$ cat src/rtl/trans_mem.sv
// Transfer memory for the calculator controller: stores ALU result words in
// write order and drains them through a FIFO-style registered read port.
module trans_mem #(
  parameter int unsigned DATA_W = 16,
  parameter int unsigned DEPTH  = 16,
  parameter int unsigned ADDR_W = 4
) (
  input  logic              clock,
  input  logic              reset,
  input  logic              WEN,
  input  logic              CNT_EN,
  input  logic [DATA_W-1:0] Data_In,
  input  logic              Rd_En,
  output logic [DATA_W-1:0] Rd_Data,
  output logic              Rd_Valid,
  output logic [ADDR_W:0]   Count,
  output logic              Full,
  output logic              Empty,
  output logic              Overflow,
  output logic              Underflow,
  output logic [ADDR_W-1:0] Wr_Addr
);

  logic [DATA_W-1:0] mem [DEPTH];

  logic [ADDR_W-1:0] wr_ptr_q, wr_ptr_d;
  logic [ADDR_W-1:0] rd_ptr_q, rd_ptr_d;
  logic [ADDR_W:0]   count_q, count_d;
  logic              overflow_q, overflow_d;
  logic              underflow_q, underflow_d;
  logic              rd_valid_q;
  logic [DATA_W-1:0] rd_data_q;

  logic pop_acc;
  logic push_acc;
  logic mem_we;

  assign Full  = (count_q == (ADDR_W+1)'(DEPTH));
  assign Empty = (count_q == '0);

  // A pop frees a slot in the same cycle, so a full memory can still take a push.
  assign pop_acc  = Rd_En && !Empty;
  assign push_acc = CNT_EN && (!Full || pop_acc);
  // A bare WEN rewrites the current slot; a rejected advance writes nothing.
  assign mem_we   = WEN && (push_acc || !CNT_EN);

  // Next-state for pointers, occupancy and sticky error flags.
  always_comb begin
    wr_ptr_d    = wr_ptr_q;
    rd_ptr_d    = rd_ptr_q;
    count_d     = count_q;
    overflow_d  = overflow_q;
    underflow_d = underflow_q;
    if (push_acc) wr_ptr_d = wr_ptr_q + ADDR_W'(1);
    if (pop_acc)  rd_ptr_d = rd_ptr_q + ADDR_W'(1);
    unique case ({push_acc, pop_acc})
      2'b10:   count_d = count_q + (ADDR_W+1)'(1);
      2'b01:   count_d = count_q - (ADDR_W+1)'(1);
      default: count_d = count_q;
    endcase
    if (CNT_EN && !push_acc) overflow_d  = 1'b1;
    if (Rd_En && Empty)      underflow_d = 1'b1;
  end

  // Control and read-port state; reset overrides everything.
  always_ff @(posedge clock) begin
    if (reset) begin
      wr_ptr_q    <= '0;
      rd_ptr_q    <= '0;
      count_q     <= '0;
      overflow_q  <= 1'b0;
      underflow_q <= 1'b0;
      rd_valid_q  <= 1'b0;
      rd_data_q   <= '0;
    end else begin
      wr_ptr_q    <= wr_ptr_d;
      rd_ptr_q    <= rd_ptr_d;
      count_q     <= count_d;
      overflow_q  <= overflow_d;
      underflow_q <= underflow_d;
      rd_valid_q  <= pop_acc;
      // Old contents are read here even if the same slot is written this cycle.
      if (pop_acc) rd_data_q <= mem[rd_ptr_q];
    end
  end

  // Storage array; contents survive reset.
  always_ff @(posedge clock) begin
    if (!reset && mem_we) mem[wr_ptr_q] <= Data_In;
  end

  assign Rd_Data   = rd_data_q;
  assign Rd_Valid  = rd_valid_q;
  assign Count     = count_q;
  assign Overflow  = overflow_q;
  assign Underflow = underflow_q;
  assign Wr_Addr   = wr_ptr_q;

endmodule

$ cat config.mk
export PLATFORM = sky130hd
export DESIGN_NAME = trans_mem
export DESIGN_NICKNAME = d
export VERILOG_FILES = /design/src/rtl/trans_mem.sv
export SDC_FILE = /design/constraint.sdc
export NUM_CORES = 1
export LEC_CHECK = 0
export ABC_AREA = 1
export CAP_MARGIN = 30
export CORE_UTILIZATION = 55
export DETAILED_ROUTE_END_ITERATION = 7
export PLACE_DENSITY = 0.86
export SLEW_MARGIN = 10
export SYNTH_ARGS = -nofsm -noshare
export SYNTH_HDL_FRONTEND = slang
export SYNTH_SLANG_ARGS = --single-unit
$ cat constraint.sdc
create_clock -name clock -period 2.5 [get_ports clock]
set_clock_uncertainty 0.2 [all_clocks]
set_input_delay 0.375 -clock clock [delete_from_list [all_inputs] [get_ports clock]]
set_output_delay 0.375 -clock clock [all_outputs]
set_load 0.05 [all_outputs]
## After elaboration in Yosys (flattened, before gate mapping)

Memories as Yosys holds them, arrays and structs flattened. A register that Yosys moved wholly into a read port is not among the register bits.
Index checks and enable logic that the tools add are counted.

- Bits of input ports: 21
- Register bits after elaboration: 16
- Memory bits (writable): 256
- Memories kept: 1
- Latch bits: 0
- Bits in read-only memories: 0
- Output and inout port bits: 30
- Logic and storage cells: 32

Memory list:

| memory | depth | bits a word | read ports | clocked after Yosys merged registers in | wr ports | line | source |
|---|---|---|---|---|---|---|---|
| mem | 16 | 16 | 1 | 1 | 1 | 24 | `logic [DATA_W-1:0] mem [DEPTH];` |

- Multiply operators: 0
- Muxes and demuxes: 3
- Equality and inequality tests: 3
- Bitwise operators: 0
- Magnitude comparators: 0
- Divide/modulo/power cells: 0
- $add $sub $neg: 4
- Reductions and logical operators: 15
- Shifts and indexed selects: 0

Operators with widths:

| kind | number |
|---|---|
| 5-bit one-hot mux with 2 select lines | 1 |
| 4-bit by 1-bit adder with 4-bit output, second input constant | 2 |
| 1-bit logical AND | 6 |
| 5-bit by 1-bit adder with 5-bit output, second input constant | 1 |
| 5-bit == test, second input constant | 1 |
| 1-bit logical NOT | 5 |
| 5-bit logical NOT | 1 |
| 5-bit by 1-bit subtractor with 5-bit output, second input constant | 1 |
| 2-bit by 1-bit == test with 1-bit output, second input constant | 1 |
| 2-bit == test, second input constant | 1 |
| 1-bit logical OR | 2 |
| 1-bit 2-to-1 mux | 2 |
| 2-bit nonzero test | 1 |

## Depth between registers and ports, before layout

- Word-level depth: 10
- Depth in mapped cells: 13
- Mapped depth without buffers: 13

## Worst setup path after synthesis

Ideal clock, no wire load.

- Path kind: flip-flop to flip-flop
- Start: reg count_q[2], in the netlist Count[2]
- End: mem mem[3][0], enable pin
- Path slack: -902 ps
- Buffers on the path: 1
- Data required time: 1891 ps
- Clock period less this slack: 3402 ps
- Arrival: 2793 ps
- Library setup time: 409 ps
- Cell stages (with the launch flop): 8
- Path through: dfxtp_1 -> nor2_1 -> nand3_1 -> inv_1 -> nand3_1 -> nand3_2 -> buf_4 -> nor3_1

- Elaborated cells between the ends (all ways): 12
- Those cells by class: 1 x eq/ne; 2 x mux; 9 x reduce/logical

RTL lines:

| what | line | source |
|---|---|---|
| from (decl) | 28 | `logic [ADDR_W:0] count_q, count_d;` |
| from (signal assigned) | 78 | `count_q <= count_d;` |
| 5-bit == test | 38 | `assign Full = (count_q == (ADDR_W+1)'(DEPTH));` |
| via Full | 17 | `output logic Full,` |
| 1-bit logical NOT | 43 | `assign push_acc = CNT_EN && (!Full \|\| pop_acc);` |
| 1-bit logical OR | 43 |  |
| 1-bit logical AND | 43 |  |
| 1-bit logical OR | 45 | `assign mem_we = WEN && (push_acc \|\| !CNT_EN);` |
| 1-bit logical AND | 45 |  |
| 1-bit logical AND | 89 | `if (!reset && mem_we) mem[wr_ptr_q] <= Data_In;` |
| 1-bit 2-to-1 mux | 89 |  |
| 1-bit 2-to-1 mux (implied by the code) | 89 |  |
| to (decl) | 24 |  |

The timed path passes the listed nets, and every way through them passes these cells.

## Worst setup path in the final report

- Start: reg wr_ptr_q[2], in the netlist Wr_Addr[2]
- End: out Wr_Addr[2]

RTL lines:

| what | line | source |
|---|---|---|
| from (decl) | 26 | `logic [ADDR_W-1:0] wr_ptr_q, wr_ptr_d;` |
| from (signal assigned) | 76 | `wr_ptr_q <= wr_ptr_d;` |
| to (decl) | 21 | `output logic [ADDR_W-1:0] Wr_Addr` |

No word-level cell between the ends.

==> flow_summary_export.csv <==
group,metric,value,unit
cells_and_area,num_antenna_cells,0,
global_route,grt_pass1_wl,48300,um
timing,whs,0.283,ns
critical_path,crit_arrival,1.83,ns
synth,synth_compound_area_frac,0.0157,
synth,synth-seq-area-share,0.679,
power,cellPowerDensity,937,nW/um2
job,max_cap_violations,0,
clock_tree,clock_path_buffers,3,
global_route,use_met2,0.486,
critical_path,cp_num_buf_inv,1,
synth,synth_top_area_share,0.626,
synth,synth_edf_count,256,
critical_path,cpPeakStageDelay,0.86,ns
power,finalPower,13.7,mW
clock_tree,clock_sinks,288,
clock_tree,tritoncts,"built",
synth,synth-seq-cells,288,
drt,route.detailed.wl_per_inst,20.4,um
drt,route.detailed.drc,0,
synth,synth_ff_type,"edfxtp_1",
clock_tree,clk-insertion-delay-late,0.54,ns
die,core,21800,um2
timing,setup_viol_count_final,0,
timing,slew_headroom,0.391,
drt,dr.first_iter.drc_count,1125,
hold_path,holdPathStages,2,
synth,synthXorXnorAreaFrac,0.00214,
timing,fin_crit_sh,0.962,
global_route,grt_max_degree,131,
critical_path,worst-r2r-cell-count,13,
clock_tree,cts_buffers,28,
global_route,track_usage,0.289,
critical_path,crit_fanout,7,
die,die_w,151,um
timing,rsz0062_at_grt,"false",
drt,ant_nets,0,
synth,syn_inst,1206,
cells_and_area,final_cells,1576,
synth,synth_cell_type_count,25,
power,p_leak,6.06,nW
hold_path,hold_class,"reg2reg",
cells_and_area,drive_above_1_share,0.0957,
cells_and_area,fin_nets,1304,
cells_and_area,areaGrowthSynthToFinish,18.7,%
synth,synthTopCellsByCount,"nand2_1 (349), edfxtp_1 (256), nand3_1 (186), inv_1 (166), nor2_1 (82)",
critical_path,cp_cell_sequence,"clkdlybuf4s50_1",
critical_path,cp-start-kind,"flop",
timing,fin_tns_setup,0,ns
synth,synth_top_family_by_area,"simple AND/OR/NAND/NOR gates",
power,ir_worst_vdd,0.000663,V
global_route,antenna_found_initial,0,
clock_tree,cts.reportedPaths.clkPinSlew,0.06,ns
synth,synth_simple_gate_area_frac,0.218,
drt,vias_per_cell,5.72,
timing,worstMarginPinSlew,0.912,ns
clock_tree,cts_setup_buffers,0,
drt,dr_total_vias,9022,
critical_path,crit_required,1.92,ns
placement,dpl.cell_count,1524,
critical_path,cp_slowest_cell,"clkdlybuf4s50_1",
die,initial_core_util,0.562,
placement,port_buffers,50,
drt,dr.pass1.iters,5,
synth,synth_most_common_cell,"nand2_1",
synth,synth-adder-area-share,0.00979,
global_route,grt_busiest_layer,"met2",
synth,synth_fp_nets,1236,
global_route,use_met1,0.347,
critical_path,reg2reg_slack,0.22,ns
global_route,grt_overflow,0,
synth,synthTopCellsByArea,"edfxtp_1 (63%), nand2_1 (11%), nand3_1 (7.6%)",
global_route,grt_pass1_vias,8839,
synth,netlist_area,12300,um2
die,die_y,151,um
die,dieArea,22900,um2
synth,yosysWarnings,0,
die,top_level_ports,51,
critical_path,criticalPathCategory,"reg2out",
hold_path,worst_hold_path.endpoint,"Overflow",
hold_path,hold_start,"Overflow",
status,status,"finished, final reports clean",
critical_path,cp-end-kind,"output port",
synth,synth_top_cell_by_area,"edfxtp_1",
die,row_count,54,
drt,wl,32100,um
cells_and_area,postLayoutCoreUtil,0.668,
timing,fin_crit,2.40,ns
critical_path,r2r-end,"Count[4]",
timing,hold_violations,0,
global_route,grtUsageMet3,0.0410,
synth,muxShareOfSynthArea,0,
timing,slew_viol_final,0,
clock_tree,cts_root_buf,"clkbuf_16",
critical_path,r2r-start,"Count[0]",
synth,async_flop_share,0,
placement,gp_congestion,0.872,
clock_tree,ctsHoldBuffers,0,
timing,max_freq,416,MHz
critical_path,path_delay_family,"buffers and inverters",
placement,place_hpwl,19100,um
clock_tree,htreeDepth,1,
synth,syn_avg_cell_area,10.2,um2
-- power breakdown --
group / switching [mW] / total (mW) / leakage, nW / internal, mW
clock: 1.74 / 4.56 / 0.492 / 2.82
combinational: 2.50 / 3.53 / 2.99 / 1.03
sequential: 0.136 / 5.57 / 2.57 / 5.43
total: 4.38 / 13.7 / 6.06 / 9.28
-- layout by cell type (no fill, tap or decap), types with 17 or more instances in the layout --
cell,instances
nand2_1,349
edfxtp_1,256
nand3_1,184
inv_1,165
nor2_1,81
clkdlybuf4s50_1,48
buf_4,35
clkbuf_16,29
dfxtp_1,25
o21ai_0,17
-- worst max path at each step --
stage	endpoint	from	cells past startpoint
final	Wr_Addr[2]	Wr_Addr[2]	1
after global placement	Count[4]	Rd_En	10
after global routing	Empty	Count[0]	4
after floorplan	mem[0][0]	Count[0]	6
after detailed placement	Count[4]	Rd_En	10
after CTS	Empty	Count[0]	4
-- cell families after synthesis --
group | count (synthesis)
AOI/OAI and AO/OA | 38
buffers and inverters | 229
adders and majority gates | 9
xor gates and xnor gates | 3
DFF | 288
and+or+nand+nor | 639
-- metrics by stage --
stage	instance area [um2]	worst slack [ns]
6_report	14600	0.0960
5_1_grt	14600	0.0114
4_1_cts	14600	0.0678
3_5_place_dp	13600	0.101
3_3_place_gp	13600	0.112
2_1_floorplan	12500	-0.00273
-- routing by layer --
| metal | up-vias | part of all wire |
|---|---|---|
| met5 | - | 0 |
| met4 | 0 | 0.073 |
| met3 | 162 | 0.095 |
| met2 | 594 | 0.49 |
| met1 | 4184 | 0.34 |
| li1 | 4082 | - |
-- sequential cells by signal (all words and copies together), names as in the netlist --
name	cells
mem	256
Rd_Data	16
Count	5
Wr_Addr	4
rd_ptr_q	4
Overflow	1
Rd_Valid	1
Underflow	1
-- layout make-up --
class,instances,area [um2]
flip-flops and latches,288,8350
fillers,1446,7250
multi-input cells,689,3210
repair buffers,97,1010
clock buffers,32,737
inverters,170,643
well taps,280,350
clock inverters,20,265
-- what timing repair did --
| action | 4_1_cts | 5_1_grt |
|---|---|---|
| cloned | 0 | 0 |
| resized for setup | 1 | 1 |
| endpoints found under the setup margin | 1 | 1 |
(Power assumes the default switching activity.)
